$ cat config.mk
export PLATFORM = sky130hd
export DESIGN_NAME = priority_dec
export DESIGN_NICKNAME = d
export VERILOG_FILES = /design/src/rtl/priority_dec.sv
export SDC_FILE = /design/constraint.sdc
export NUM_CORES = 1
export LEC_CHECK = 0
export BUFFER_PORTS_ARGS = -buffer_cell sky130_fd_sc_hd__buf_4
export CAP_MARGIN = 30
export CORE_MARGIN = 2
export CORE_UTILIZATION = 40
export CTS_CLUSTER_DIAMETER = 80
export DETAILED_ROUTE_END_ITERATION = 16
export HOLD_SLACK_MARGIN = 0.08
export PLACE_DENSITY_LB_ADDON = 0.2
export SYNTH_ARGS = -nofsm -noshare
export SYNTH_HDL_FRONTEND = slang
export SYNTH_SLANG_ARGS = --single-unit
$ cat constraint.sdc
create_clock -name clk -period 1.9 [get_ports clk]
set_input_delay 0.095 -clock clk [delete_from_list [all_inputs] [get_ports clk]]
set_output_delay 0.095 -clock clk [all_outputs]
set_load 0.01 [all_outputs]
$ cat src/rtl/priority_dec.sv
// Registered 2-to-4 priority decoder: takes an encoded index through valid/ready,
// drives the one-hot line for HOLD_CYCLES cycles, then idles for GAP_CYCLES cycles.
`timescale 1ns/1ps
module priority_dec #(
  parameter int unsigned HOLD_CYCLES = 4,
  parameter int unsigned GAP_CYCLES  = 0
) (
  input  logic       clk,
  input  logic       rst,
  input  logic [1:0] Y,
  input  logic       valid,
  output logic       ready,
  output logic [3:0] D,
  output logic       busy,
  output logic       done,
  output logic [7:0] accept_cnt
);

  typedef enum logic [1:0] {IDLE, DRIVE, GAP} state_t;

  localparam logic [7:0] HOLD_LOAD = 8'(HOLD_CYCLES - 1);
  localparam logic [7:0] GAP_LOAD  = (GAP_CYCLES > 0) ? 8'(GAP_CYCLES - 1) : 8'd0;

  state_t     state_reg, state_next;
  logic [7:0] cnt_reg, cnt_next;
  logic [3:0] d_reg, d_next;
  logic [7:0] acc_reg, acc_next;
  logic [3:0] dec;
  logic       accept;

  // Y=00 selects the highest-priority line D[3], Y=11 the lowest D[0].
  generate
    for (genvar gi = 0; gi < 4; gi++) begin : g_dec
      assign dec[gi] = (Y == 2'(3 - gi));
    end
  endgenerate

  assign ready      = (state_reg == IDLE) && !rst;
  assign accept     = valid && ready;
  assign busy       = (state_reg != IDLE);
  assign done       = (state_reg == DRIVE) && (cnt_reg == 8'd0);
  assign D          = d_reg;
  assign accept_cnt = acc_reg;

  always_comb begin
    state_next = state_reg;
    cnt_next   = cnt_reg;
    d_next     = d_reg;
    acc_next   = acc_reg;
    if (accept && (acc_reg != 8'hFF)) begin
      acc_next = acc_reg + 8'd1;
    end
    case (state_reg)
      IDLE: begin
        d_next = 4'b0000;
        if (accept) begin
          state_next = DRIVE;
          d_next     = dec;
          cnt_next   = HOLD_LOAD;
        end
      end
      DRIVE: begin
        if (cnt_reg == 8'd0) begin
          d_next = 4'b0000;
          if (GAP_CYCLES > 0) begin
            state_next = GAP;
            cnt_next   = GAP_LOAD;
          end else begin
            state_next = IDLE;
          end
        end else begin
          cnt_next = cnt_reg - 8'd1;
        end
      end
      GAP: begin
        d_next = 4'b0000;
        if (cnt_reg == 8'd0) begin
          state_next = IDLE;
        end else begin
          cnt_next = cnt_reg - 8'd1;
        end
      end
      default: begin
        state_next = IDLE;
        d_next     = 4'b0000;
        cnt_next   = 8'd0;
      end
    endcase
  end

  always_ff @(posedge clk) begin
    if (rst) begin
      state_reg <= IDLE;
      cnt_reg   <= 8'd0;
      d_reg     <= 4'b0000;
      acc_reg   <= 8'd0;
    end else begin
      state_reg <= state_next;
      cnt_reg   <= cnt_next;
      d_reg     <= d_next;
      acc_reg   <= acc_next;
    end
  end

endmodule

# Word level (Yosys, flattened, before mapping)

Cells that the tools add are included.

Flip-flop bits (word level): 22
Input bits: 5

Reduce and logical (&&, ||, !) cells: 12
Multiplexer cells: 9
Equal/unequal tests: 10
Add/sub/neg operators: 2

Operators by type and width:

| cell                                                               | number |
|---|---|
| 8-bit 2-to-1 mux                                                   | 2 |
| 8-bit case mux with 2 select lines                                 | 1 |
| 8-bit by 1-bit adder with 8-bit output, second input constant      | 1 |
| 8-bit zero test                                                    | 1 |
| 4-bit 2-to-1 mux                                                   | 2 |
| 8-bit != test, second input constant                               | 1 |
| 4-bit case mux with 2 select lines                                 | 1 |
| 8-bit by 1-bit subtractor with 8-bit output, second input constant | 1 |
| 2-bit == test, second input constant                               | 3 |
| 2-bit by 1-bit == test with 1-bit output, second input constant    | 2 |
| 1-bit logical AND                                                  | 4 |
| 2-bit zero test                                                    | 2 |
| 2-bit 2-to-1 mux                                                   | 2 |
| 2-bit by 1-bit != test with 1-bit output, second input constant    | 2 |
| 2-bit != test, second input constant                               | 2 |
| 2-bit case mux with 2 select lines                                 | 1 |
| 2-bit AND reduction                                                | 2 |
| 2-bit nonzero test                                                 | 1 |
| 2-bit OR reduction                                                 | 1 |
| 1-bit zero test                                                    | 1 |

# Depth between registers and ports, before layout

Depth after elaboration: 5
Mapped depth: 6
Gate-level depth less buffers: 6

# Worst setup path after synthesis

No wires, ideal clock.

Path type: register -> register
Start point: register state_reg[0]
End point: register acc_reg[3], in the netlist accept_cnt[3]
Cell stages (with the launch flop): 6
Buffers on the path: 1
Data required time: 1777 ps
Library setup time: 123 ps
Path slack: 351 ps
Data arrival time: 1426 ps
Path through: dfxtp_1 > or3b_1 > buf_2 > nor2_4 > and2_1 > mux2_1

Word-level cells in the longest chain between the ends: 4

RTL lines:

| element                | line | source |
|---|---|---|
| from (decl)            | 24   | `state_t state_reg, state_next;` |
| from (signal assigned) | 98   | `state_reg <= state_next;` |
| 2-bit zero test        | 38   | `assign ready = (state_reg == IDLE) && !rst;` |
| 1-bit logical AND      | 38   |  |
| 1-bit logical AND      | 39   | `assign accept = valid && ready;` |
| 1-bit logical AND      | 50   | `if (accept && (acc_reg != 8'hFF)) begin` |
| to (signal assigned)   | 101  | `acc_reg <= acc_next;` |
| to (decl)              | 27   | `logic [7:0] acc_reg, acc_next;` |

No other way between the ends.
A chain may end at the register's enable or synchronous reset.

# Worst setup path in the final report

Start point: input port valid
End point: register acc_reg[3], in the netlist accept_cnt[3]

Word-level cells in the longest chain between the ends: 2

RTL lines:

| element           | line | source |
|---|---|---|
| from (decl)       | 11   | `input logic valid,` |
| 1-bit logical AND | 39   |  |
| 1-bit logical AND | 50   |  |

No other way between the ends.

==> flow_summary.json <==
{
  "outcome": "complete, no violations",
  "drtIter0Drc": 17,
  "path_class": "primary input to flop",
  "slowest_stage": "dlygate4sd3_1",
  "grt_usage": 0.151,
  "min_period_ns": 1.71,
  "hold_violations": 0,
  "grtUsageMet2": 0.250,
  "grt_pass1_vias": 849,
  "avgSynthCellArea_um2": 8.93,
  "critPathLaunchType": "primary input",
  "cpLargestDelayFamily": "simple AND/OR/NAND/NOR gates",
  "grt.overflow.total": 0,
  "maxCapViolations": 0,
  "peakVddDrop_mv": 0.646,
  "num_vias": 954,
  "finalSetupViolCount": 0,
  "grt_antenna_before_repair": 0,
  "slowest_delay_ns": 0.52,
  "syn-instance-count": 118,
  "drc": 0,
  "path_clk_slew_ns": 0.13,
  "pin_count": 20,
  "fin_tns_setup_ns": 0,
  "synth_ff_type": "dfxtp_1",
  "powerDensity_mw_per_mm2": 663,
  "area_delta_synth_final_pct": 23.3,
  "crit_required_ns": 2.10,
  "worst_slew_pin_slew_ns": 0.385,
  "grt_first_pass_wirelength_mm": 3.88,
  "path_cells": "dlygate4sd3_1, buf_4, or3b_1, nor2_4, and2_1, mux2_1",
  "cts_root_buf": "clkbuf_4",
  "gp_congestion": 0.840,
  "yosys_warnings": 0,
  "synth_largest_area_cell": "dfxtp_1",
  "drt_wl_total_mm": 2.22,
  "clock_path_buffers": 2,
  "fill_cells": 249,
  "synth_edf_count": 0,
  "drive_gt1_frac": 0.246,
  "finalCritPeriodShare": 0.902,
  "cp_num_buf_inv": 2,
  "die_h_um": 55.3,
  "cts_buffers": 3,
  "die_w_um": 55.3,
  "wl_per_cell_um": 12.9,
  "drtAntennaViolNets": 0,
  "end_kind": "flop",
  "synth_area_mm2": 0.00105,
  "grt_max_degree": 24,
  "synth_top_area_frac": 0.399,
  "fmax_mhz": 584,
  "hpwl_mm": 1.64,
  "synth.top_cells.by_area": "dfxtp_1 (40%), nor2_1 (5.7%), a21oi_1 (4.3%), a211oi_1 (2.9%), nand2_1 (2.5%)",
  "ys_ff_latch": 21,
  "skew_ns": 0.0102,
  "clk_latency_ns": 0.30,
  "busiest_layer": "met2",
  "start_util": 0.425,
  "path_max_fanout": 6,
  "design.core.area_mm2": 0.00248,
  "use_met3": 0.0351,
  "n_antenna_cell": 0,
  "drv_slew": 0,
  "core.rowCount": 18,
  "nNetsFinal": 150,
  "synth_most_common_cell": "dfxtp_1",
  "dpl-instance-area_mm2": 0.00123,
  "vias_per_cell": 5.55,
  "clock-sinks": 21,
  "htree_levels": 1,
  "slew_headroom": 0.741,
  "die_area_mm2": 0.00306,
  "final_cell_area_mm2": 0.00130,
  "async_reset_ff_frac": 0,
  "firstDrtPassIters": 4,
  "synth_common_cells": "dfxtp_1 (21), nor2_1 (16), a21oi_1 (9)",
  "hold_slack_ns": 0.211,
  "synth.yosys.seq_area_share": 0.399,
  "cts_tree": "yes",
  "portBuffers": 19,
  "rsz0062_at_grt": "false",
  "worstPathArrival_ns": 1.91,
  "yosysUniqueCellTypes": 43,
  "gr-usage-met1": 0.204,
  "synth_nets": 125,
  "p_leak_nw": 0.526,
  "hp-class": "primary input to flop"
}
-- cell families (layout without fill, tap and decap cells) --
kind of cell / count (synthesis) / in the layout / synth area share
AO/OA/AOI/OAI: 27 / 27 / 0.181
XOR/XNOR: 5 / 5 / 0.0416
adder cells (fa/ha/maj): 2 / 2 / 0.0237
buffers and inverters: 9 / 33 / 0.0356
flip-flops: 21 / 21 / 0.399
multiplexers: 3 / 3 / 0.0297
AND/OR/NAND/NOR: 51 / 51 / 0.290
-- through the flow --
stage / worst slack, ns / total power, W / std cells / util
after floorplan: 0.351 / 0.000591 / 118 / -
after global placement: 0.312 / 0.000639 / 165 / 0.498
after detailed placement: 0.247 / 0.000643 / 165 / 0.498
after CTS: 0.0762 / 0.000867 / 172 / 0.522
after global routing: 0.00203 / 0.000913 / 172 / 0.524
final: 0.187 / 0.000861 / 172 / 0.524
-- report_power, final --
group / switching, W / total [W] / internal, W
clock: 0.000140 / 0.000220 / 0.0000801
combinational: 0.0000869 / 0.000166 / 0.0000790
sequential: 0.0000183 / 0.000475 / 0.000456
total: 0.000245 / 0.000861 / 0.000615
-- metal layers --
metal | vias up | part of all wire
li1 | 482 | -
met1 | 453 | 0.49
met2 | 17 | 0.46
met3 | 2 | 0.039
met4 | 0 | 0.0068
met5 | - | 0
-- layout make-up --
cell class / instances / area, um2 / share of cell area
Multi-Input combinational cell: 88 / 601 / 0.462
Sequential cell: 21 / 420 / 0.324
Timing Repair Buffer: 25 / 195 / 0.150
Tap cell: 30 / 37.5 / 0.0289
Clock buffer: 3 / 22.5 / 0.0173
Inverter: 4 / 15.0 / 0.0116
Clock inverter: 1 / 7.51 / 0.00578
-- what timing repair did --
action / in CTS / in global routing
hold endpoints to repair: 4 / 0
buffers inserted: 0 / 0
hold buffers: 3 / 0
setup endpoints to repair: 0 / 1
resized for setup: 0 / 1
-- final timing paths --
check,endpoint,slack [ns],depth (start not counted),start
worst max-delay path,accept_cnt[3]$_SDFFE_PP0P_,0.19,6,valid
worst min-delay path,state_reg[0]$_SDFFE_PP0P_,0.21,3,rst
worst min register to register,D[2]$_SDFFE_PP0P_,0.49,2,D[2]$_SDFFE_PP0P_
worst max register to register,cnt_reg[7]$_SDFFE_PP0P_,0.20,6,cnt_reg[0]$_SDFFE_PP0P_
-- layout by cell type (no fill, tap or decap), types with 3 or more instances in the layout --
cell type	synthesis	final
dlygate4sd3_1	0	3
a311oi_1	3	3
nand2_1	7	7
xor2_1	3	3
nor2_1	16	16
buf_4	0	22
dfxtp_1	21	21
inv_1	4	4
nor3_1	4	4
a211oi_1	4	4
a21oi_1	9	9
nand3_1	3	3
clkbuf_4	0	3
-- worst register-to-register path, stage by stage (launching register included) --
cell and delay, ns:
dfxtp_1 0.42, inv_1 0.06, ha_1 0.26, or3b_2 0.26
o21ai_2 0.08, or4_1 0.50, nand2_1 0.08
Power figures use the tool's default switching activity.
